File: src/rtl/sseg_pkg.sv
// Shared seven-segment definitions: code table, blank code, scan FSM states.
// Used by the scan decoder and by any hex_to_sseg encoder.
package sseg_pkg;

    localparam logic [15:0][6:0] SSEG_CODES = {
        7'h0E, 7'h06, 7'h21, 7'h46, 7'h03, 7'h08, 7'h10, 7'h00,
        7'h78, 7'h02, 7'h12, 7'h19, 7'h30, 7'h24, 7'h79, 7'h40
    };

    localparam logic [6:0] SSEG_BLANK = 7'h7F;

    typedef enum logic [1:0] {
        ST_IDLE,
        ST_SETTLE,
        ST_HOLD
    } scan_state_e;

    function automatic logic [6:0] hex_to_sseg(input logic [3:0] nib);
        return SSEG_CODES[nib];
    endfunction

endpackage

File: src/rtl/sseg_pattern_decode.sv
// Combinational active-low segment pattern to nibble decoder.
module sseg_pattern_decode
    import sseg_pkg::*;
(
    input  logic [6:0] pattern_i,
    output logic [3:0] nibble_o,
    output logic       valid_o,
    output logic       blank_o
);

    always_comb begin
        nibble_o = '0;
        valid_o  = 1'b0;
        for (int i = 0; i < 16; i++) begin
            if (pattern_i == SSEG_CODES[i]) begin
                nibble_o = 4'(i);
                valid_o  = 1'b1;
            end
        end
    end

    assign blank_o = (pattern_i == SSEG_BLANK);

endmodule

File: src/rtl/sseg_scan_decoder.sv
// Multiplexed seven-segment scan decoder with debounce, frame assembly, error flag.
// Optional SSEG_DP_CAPTURE_EN adds decimal-point input dp and output dp_word.
module sseg_scan_decoder
    import sseg_pkg::*;
#(
    parameter int NUM_DIGITS    = 8,
    parameter int STABLE_CYCLES = 4
) (
    input  logic                    clk,
    input  logic                    rst_n,
    input  logic [NUM_DIGITS-1:0]   an,
    input  logic [6:0]              sseg,
`ifdef SSEG_DP_CAPTURE_EN
    input  logic                    dp,
    output logic [NUM_DIGITS-1:0]   dp_word,
`endif
    input  logic                    err_clr,
    output logic [4*NUM_DIGITS-1:0] hex_word,
    output logic [NUM_DIGITS-1:0]   digit_valid,
    output logic [4*NUM_DIGITS-1:0] frame_word,
    output logic                    frame_valid,
    output logic                    err_pattern,
    output logic [2:0]              err_digit
);

`ifdef SSEG_DP_CAPTURE_EN
    localparam int SW = NUM_DIGITS + 8;
    logic [SW-1:0] samp;
    logic [NUM_DIGITS-1:0] dpw_q;
    assign samp    = {dp, an, sseg};
    assign dp_word = dpw_q;
`else
    localparam int SW = NUM_DIGITS + 7;
    logic [SW-1:0] samp;
    assign samp = {an, sseg};
`endif

    localparam logic [7:0] CAP_CNT = 8'(STABLE_CYCLES - 1);

    logic [SW-1:0]           in_q;
    logic [7:0]              cnt_q;
    scan_state_e             st_q;
    logic [NUM_DIGITS-1:0]   seen_q;
    logic [NUM_DIGITS-1:0]   dv_q;
    logic [4*NUM_DIGITS-1:0] hex_q;
    logic [4*NUM_DIGITS-1:0] frm_q;
    logic                    fv_q;
    logic                    err_q;
    logic [2:0]              errd_q;

    logic                    samp_oc;
    logic                    changed;
    logic                    capture;
    logic [NUM_DIGITS-1:0]   cap_sel;
    logic [2:0]              cap_idx;
    logic [4*NUM_DIGITS-1:0] hex_d;
    logic [NUM_DIGITS-1:0]   seen_d;
    logic [3:0]              nib;
    logic                    nib_ok;
    logic                    nib_blank;

    sseg_pattern_decode u_dec (
        .pattern_i (in_q[6:0]),
        .nibble_o  (nib),
        .valid_o   (nib_ok),
        .blank_o   (nib_blank)
    );

    assign samp_oc = $onehot(~samp[NUM_DIGITS+6:7]);
    assign changed = (samp != in_q);
    assign capture = (st_q == ST_SETTLE) && (cnt_q == CAP_CNT);
    assign cap_sel = ~in_q[NUM_DIGITS+6:7];
    assign seen_d  = seen_q | cap_sel;

    always_comb begin
        cap_idx = '0;
        hex_d   = hex_q;
        for (int i = 0; i < NUM_DIGITS; i++) begin
            if (cap_sel[i]) begin
                cap_idx          = 3'(i);
                hex_d[4*i +: 4]  = nib;
            end
        end
    end

    always_ff @(posedge clk or negedge rst_n) begin
        if (!rst_n) begin
            in_q   <= '0;
            cnt_q  <= '0;
            st_q   <= ST_IDLE;
            seen_q <= '0;
            dv_q   <= '0;
            hex_q  <= '0;
            frm_q  <= '0;
            fv_q   <= 1'b0;
            err_q  <= 1'b0;
            errd_q <= '0;
`ifdef SSEG_DP_CAPTURE_EN
            dpw_q  <= '0;
`endif
        end else begin
            fv_q <= 1'b0;
            in_q <= samp;
            if (err_clr) begin
                err_q <= 1'b0;
            end
            if (changed) begin
                cnt_q <= '0;
            end else if (cnt_q != 8'hFF) begin
                cnt_q <= cnt_q + 8'd1;
            end
            if (!samp_oc) begin
                st_q <= ST_IDLE;
            end else if (changed) begin
                st_q <= ST_SETTLE;
            end else if (capture) begin
                st_q <= ST_HOLD;
                if (nib_ok) begin
                    hex_q <= hex_d;
                    dv_q  <= dv_q | cap_sel;
`ifdef SSEG_DP_CAPTURE_EN
                    dpw_q <= (dpw_q & ~cap_sel)
                           | (cap_sel & {NUM_DIGITS{~in_q[SW-1]}});
`endif
                    // Frame completes when every digit has been seen once.
                    if (&seen_d) begin
                        fv_q   <= 1'b1;
                        frm_q  <= hex_d;
                        seen_q <= '0;
                    end else begin
                        seen_q <= seen_d;
                    end
                end else if (!nib_blank) begin
                    err_q  <= 1'b1;
                    errd_q <= cap_idx;
                end
            end
        end
    end

    assign hex_word    = hex_q;
    assign digit_valid = dv_q;
    assign frame_word  = frm_q;
    assign frame_valid = fv_q;
    assign err_pattern = err_q;
    assign err_digit   = errd_q;

endmodule

File: config.mk
export PLATFORM = sky130hd
export DESIGN_NAME = sseg_scan_decoder
export DESIGN_NICKNAME = d
export VERILOG_FILES = /design/src/rtl/sseg_pkg.sv /design/src/rtl/sseg_pattern_decode.sv /design/src/rtl/sseg_scan_decoder.sv
export SDC_FILE = /design/constraint.sdc
export NUM_CORES = 1
export LEC_CHECK = 0
export CORE_MARGIN = 5
export CORE_UTILIZATION = 63
export DETAILED_ROUTE_END_ITERATION = 7
export DONT_BUFFER_PORTS = 1
export PLACE_DENSITY = 0.9
export SLEW_MARGIN = 20
export SYNTH_ARGS = -nofsm -noshare
export SYNTH_HDL_FRONTEND = slang
export SYNTH_SLANG_ARGS = --single-unit
File: constraint.sdc
create_clock -name clk -period 2.86 [get_ports clk]
set_input_delay 0.143 -clock clk [delete_from_list [all_inputs] [get_ports clk]]
set_output_delay 0.143 -clock clk [all_outputs]
set_load 0.03 [all_outputs]
# After elaboration in Yosys (flattened, before gate mapping)
# Index checks and enable logic that the tools add are counted.
dict set report word_totals {
  out_inout_bits 77
  regBits 110
  input_bits 18
}
dict set report classes {
  reduce_logical 7
  bitwise 7
  add_sub_neg 8
  n_mux 63
  n_eq_ne 22
}
# op n
set op_table {}
lappend op_table {{4-bit 2-to-1 mux} 16}
lappend op_table {{7-bit == test, second input constant} 5}
lappend op_table {{3-bit 2-to-1 mux} 10}
lappend op_table {{1-bit 2-to-1 mux} 29}
lappend op_table {{8-bit 2-to-1 mux} 3}
lappend op_table {{7-bit by 5-bit == test with 1-bit output, second input constant} 3}
lappend op_table {{7-bit by 6-bit == test with 1-bit output, second input constant} 3}
lappend op_table {{8-bit inverter} 2}
lappend op_table {{8-bit OR} 2}
lappend op_table {{15-bit != test} 1}
lappend op_table {{7-bit by 2-bit == test with 1-bit output, second input constant} 2}
lappend op_table {{7-bit by 4-bit == test with 1-bit output, second input constant} 2}
lappend op_table {{12-bit AND reduction} 1}
lappend op_table {{2-bit 2-to-1 mux} 5}
lappend op_table {{1-bit by 1-bit adder with 2-bit output} 4}
lappend op_table {{8-bit by 1-bit adder with 8-bit output, second input constant} 1}
lappend op_table {{8-bit by 2-bit == test with 1-bit output, second input constant} 1}
lappend op_table {{8-bit != test, second input constant} 1}
lappend op_table {{8-bit AND reduction} 1}
lappend op_table {{7-bit by 3-bit == test with 1-bit output, second input constant} 1}
lappend op_table {{7-bit logical NOT} 1}
lappend op_table {{2-bit by 2-bit adder with 3-bit output} 2}
lappend op_table {{5-bit AND reduction} 1}
lappend op_table {{3-bit by 3-bit adder with 4-bit output} 1}
lappend op_table {{7 further kinds} 9}

# Longest topological paths before layout
dict set report depth {
  depth_word 21
  depth_mapped 16
}

# Modules after synthesis
# A second synthesis with hierarchy kept.
dict set report hier_totals {
  hier_cells 431
  hier_area_um2 5345.1
}
# mod seq_area_each_um2 area_each_um2 n_inst cells_each
set by_module_without_submodules {}
lappend by_module_without_submodules {sseg_scan_decoder 2752.6 4971.0 1 375}
lappend by_module_without_submodules {sseg_pattern_decode 0.0 374.1 1 56}

# Least setup slack after synthesis
# Ideal clock, no wire load.
dict set report synth_timing {
  kind {input-to-reg}
  startpoint {input an[0]}
  endpoint {register frm_q[10] (netlist: frame_word[10])}
  t_arrival_ns 3.829
  path_stages 16
  n_path_buf 2
  slack_ns -1.094
  setup_ns 0.125
  required_time_ns 2.735
  cell_sequence {inv_1 fa_1 fa_1 fa_1 ha_1 inv_1 fa_1 and4b_1 a21oi_1 nor2_1 nand3_2 or2_1 buf_6 inv_8 buf_8 mux2_4}
}
dict set report synth_between {
  elab_chain_len 6
  elab_cells_between_ends 8
  classes_between {3 x add/sub; 2 x eq/ne; 2 x bitwise; 1 x reduce/logical}
}
# item line
set synth_rtl {}
lappend synth_rtl {{start, declared} sseg_scan_decoder.sv:11} ;# input logic [NUM_DIGITS-1:0] an,
lappend synth_rtl {{8-bit inverter} sseg_scan_decoder.sv:69} ;# assign samp_oc = $onehot(~samp[NUM_DIGITS+6:7]);
lappend synth_rtl {{1-bit by 1-bit adder with 2-bit output} sseg_scan_decoder.sv:69}
lappend synth_rtl {{2-bit by 2-bit adder with 3-bit output} sseg_scan_decoder.sv:69}
lappend synth_rtl {{3-bit by 3-bit adder with 4-bit output} sseg_scan_decoder.sv:69}
lappend synth_rtl {{4-bit by 1-bit == test with 1-bit output} sseg_scan_decoder.sv:69}
lappend synth_rtl {{12-bit AND reduction (no line) *} n/a}
lappend synth_rtl {{end signal, assigned} sseg_scan_decoder.sv:94} ;# frm_q <= '0;
lappend synth_rtl {{end signal, assigned} sseg_scan_decoder.sv:128} ;# frm_q <= hex_d;
lappend synth_rtl {{end, declared} sseg_scan_decoder.sv:46} ;# logic [4*NUM_DIGITS-1:0] frm_q;
# Mark *: on every way between the ends. The rest lies on a longest branch, timed or not.
# A chain may end at the register's enable or synchronous reset.

# Worst setup path in the final report
dict set report layout_timing {
  startpoint {input an[0]}
  endpoint {register hex_q[16] (netlist: hex_word[16])}
}
dict set report layout_between {
  elab_chain_len 6
  elab_cells_between_ends 8
  classes_between {3 x add/sub; 2 x eq/ne; 2 x bitwise; 1 x reduce/logical}
}
# item line
set layout_rtl {}
lappend layout_rtl {{8-bit inverter} sseg_scan_decoder.sv:69}
lappend layout_rtl {{1-bit by 1-bit adder with 2-bit output} sseg_scan_decoder.sv:69}
lappend layout_rtl {{2-bit by 2-bit adder with 3-bit output} sseg_scan_decoder.sv:69}
lappend layout_rtl {{3-bit by 3-bit adder with 4-bit output} sseg_scan_decoder.sv:69}
lappend layout_rtl {{4-bit by 1-bit == test with 1-bit output} sseg_scan_decoder.sv:69}
lappend layout_rtl {{4-bit AND reduction (no line) *} n/a}
lappend layout_rtl {{end signal, assigned} sseg_scan_decoder.sv:93} ;# hex_q <= '0;
lappend layout_rtl {{end signal, assigned} sseg_scan_decoder.sv:119} ;# hex_q <= hex_d;
lappend layout_rtl {{end, declared} sseg_scan_decoder.sv:45} ;# logic [4*NUM_DIGITS-1:0] hex_q;
# Marks and branches as above.

==> impl_metrics.csv <==
group,metric,value,unit
die,die_h,102,um
grt,grt_max_degree,111,
routing,wire_per_inst,27.5,um
cells_and_area,antenna_cells,0,
synth,yosys.area.top_type_share,51.7,%
sta,final.setup.tns,-57.34,ns
sta,slew_violations,0,
cells_and_area,multiInputGateArea,2570,sq um
placement,port_buffers,0,
setup_path,critPathRequiredTime,3.13,ns
cells_and_area,utilization,78.3,%
die,die_area,10400,sq um
clock_tree,htree_num_levels,3,
sta,worstMarginPinSlew,1.40,ns
routing,drc_errors,0,
grt,first_global_vias,4572,
clock_tree,clock-sinks,110,
run_status,outcome,"complete, but fails checks",
pwr,leakage,0.00301,uW
grt,grt_antenna_before_repair,0,
routing,drtAntennaViolNets,0,
routing,dr.pass1.iters,8,
sta,period_minus_slack,3.70,ns
setup_path,critPathMaxFanout,8,
sta,rsz0062_at_grt,"yes",
die,initial_utilization,64.8,%
grt,grt_use_total,32.1,%
setup_path,path_buf_inv,4,
synth,syn_nets,487,
cells_and_area,final_nets,538,
synth,synth_top_flop_cell,"dfrtp_1",
setup_path,crit_top_cell,"fa_1",
synth,synthArstFlopShare,100,%
pwr,comb_power_share,10.7,%
cells_and_area,final_cell_mix,"110 x dfrtp_1, 39 x mux2_4, 31 x buf_4, 27 x inv_1, 26 x nand2_1",
die,die_x,102,um
pwr,p_int,2190,uW
grt,grt_remaining_overflow,0,
setup_path,critPathArrivalTime,3.96,ns
setup_path,criticalPathCategory,"input port to flip-flop",
clock_tree,cts_tree,"done",
sta,slew_headroom,6.28,%
clock_tree,clock_latency,0.38,ns
setup_path,cp_cell_sequence,"inv_8, fa_1, fa_1, fa_1, ha_2, inv_2, fa_1, and4b_1, a21oi_2, nor2_2, nand2_2, buf_12, nor3_2, buf_4, mux2_2",
setup_path,max_stage_delay,0.57,ns
worst_hold_path,hp-class,"input port to flip-flop",
synth,synth_area_per_cell,11.6,sq um
synth,yosysUniqueCellTypes,58,
routing,num_vias,4426,
setup_path,endpoint_kind,"flip-flop",
cells_and_area,final_common_cell,"dfrtp_1",
pwr,power_frac_seq,53.8,%
pwr,peakVddDrop,0.000251,V
synth,yosysWarnings,0,
sta,setup_violations,87,
clock_tree,clockBufferDepth,2,
die,rows,33,
job,cap_viol_max_count,0,
sta,skew,0.0206,ns
die,core-area,8220,sq um
cells_and_area,nFillCells,397,
cells_and_area,drive_gt1_share,32.9,%
routing,drt_iter0_drc,556,
clock_tree,path_clk_slew,0.12,ns
synth,synthCells,461,
sta,finalCritPeriodShare,129,%
synth,synth_area,5330,sq um
sta,hold_viol,0,
sta,finalWorstSetupSlack,-0.837,ns
synth,yosysSeqAreaShare,51.7,%
synth,synth_edf_count,0,
synth,synth_area_leaders,"dfrtp_1 52%, mux2_2 7.4%, mux2_4 6.5%",
setup_path,setup.worst_path.start_class,"input port",
run_status,failed_checks,"negative setup slack",
routing,routed_wl,17100,um
setup_path,cp_top_family,"adder cells",
pwr,switchingPower,791,uW
placement,gp_congestion,0.889,
synth,synth-seq-cells,110,
synth,synth_top_cell_by_area,"dfrtp_1",
die,ios,95,
routing,routed_via_density,7.13,
cells_and_area,seq_area,2750,sq um
clock_tree,cts_buffers,9,
grt,grt_pass1_wl,25300,um
cells_and_area,synthToLayoutAreaGrowth,20.7,%
sta,clock.fmax,270,MHz
clock_tree,cts_root_buffer,"clkbuf_8",
pwr,power,2980,uW
pwr,power_density,463,nW/um^2
pwr,netSwitchingFraction,26.5,%
placement,hpwlAfterDp,9470,um
setup_path,critical_path.slowest_cell,"fa_1",
pwr,p_clk_share,35.5,%
## layer usage
metal	vias up	part of all wire, %	GRT usage, %
li1	1736	-	-
met1	2179	34	40.1
met2	383	46	49.7
met3	128	12	10.4
met4	0	7.5	17.9
met5	-	0	0
## Yosys cell counts (2+ instances only)
cell and n:
nand2_1 27, o21ai_0 28, buf_2 7, o32ai_1 9, mux2_2 35, a21oi_1 13, a31oi_1 2, mux2_4 23
ha_1 4, nand4_1 6, fa_1 4, o21a_1 8, o22ai_1 5, xnor2_1 3, buf_4 4, or2_2 8
and4b_1 2, nand2b_1 5, o31ai_1 8, or3_1 2, buf_6 3, nor2b_1 4, nand3_1 7, or2_1 2
a211oi_1 2, dfrtp_1 110, and3_1 2, inv_1 30, clkbuf_1 8, xor2_1 21, buf_8 2, nor3_1 18
nor4_1 4, nor2_1 20, o211ai_1 2
## timing repair
action | 4_1_cts | 5_1_grt
resized for setup | 37 | 41
setup buffers | 10 | 2
pin swaps | 16 | 6
endpoints found under the hold margin | 126 | 0
setup endpoints to repair | 85 | 86
gates cloned | 3 | 0
hold buffers | 18 | 0
## power by group through the flow
stage	clock, uW	combinational [uW]	sequential [uW]
after floorplan	0	165	1610
after global placement	0	198	1630
after detailed placement	0	212	1630
after CTS	1030	282	1600
after global routing	1120	344	1610
final	1060	319	1600
## per-stage QoR
stage | cell area (sq um) | setup slack, ns | hold WS [ns] | instances
global placement | 5580 | -0.972 | -0.150 | 574
finish | 6430 | -0.837 | 0.304 | 621
floorplan | 5370 | -1.00 | -0.153 | 461
detailed placement | 5580 | -1.06 | -0.150 | 574
global route | 6430 | -0.905 | 0.307 | 621
CTS | 6250 | -0.576 | 0.319 | 619
## flip-flops by register name, summed over array words and instances, names as in the netlist
signal,count
frame_word,32
frame_valid,1
st_q,2
seen_q,8
digit_valid,8
err_pattern,1
cnt_q,8
hex_word,32
in_q,15
err_digit,3
## layout make-up
| class | count | share of cell area, % |
|---|---|---|
| Clock buffer | 9 | 1.93 |
| Clock inverter | 6 | 1.50 |
| Inverter | 31 | 2.18 |
| Multi-Input combinational cell | 296 | 40.0 |
| Sequential cell | 110 | 42.8 |
| Tap cell | 105 | 2.04 |
| Timing Repair Buffer | 61 | 8.93 |
| Timing Repair inverter | 3 | 0.603 |
## logic make-up (layout without fill, tap and decap cells)
logic type | after synthesis | count (layout) | synth area share, %
and+or+nand+nor | 119 | 119 | 12.1
muxes | 60 | 60 | 14.3
adders and majority gates | 8 | 8 | 2.44
AOI/OAI and AO/OA | 85 | 85 | 10.3
buffers and inverters | 55 | 110 | 5.31
DFF | 110 | 110 | 51.7
xor gates and xnor gates | 24 | 24 | 3.95
## path summary, 6_finish.rpt
kind                                   to  depth (start not counted)  slack [ns]       from
setup reg to reg            frame_word[8]                          7       -0.69    in_q[6]
max in group asynchronous  frame_word[30]                          2        2.06      rst_n
hold reg to reg                 seen_q[6]                          1        0.52  seen_q[6]
min in group asynchronous        cnt_q[0]                          2        0.35      rst_n
setup / recovery             hex_word[16]                         15       -0.84      an[0]
hold / removal                    in_q[8]                          1        0.30      an[1]
(Power assumes the default switching activity.)
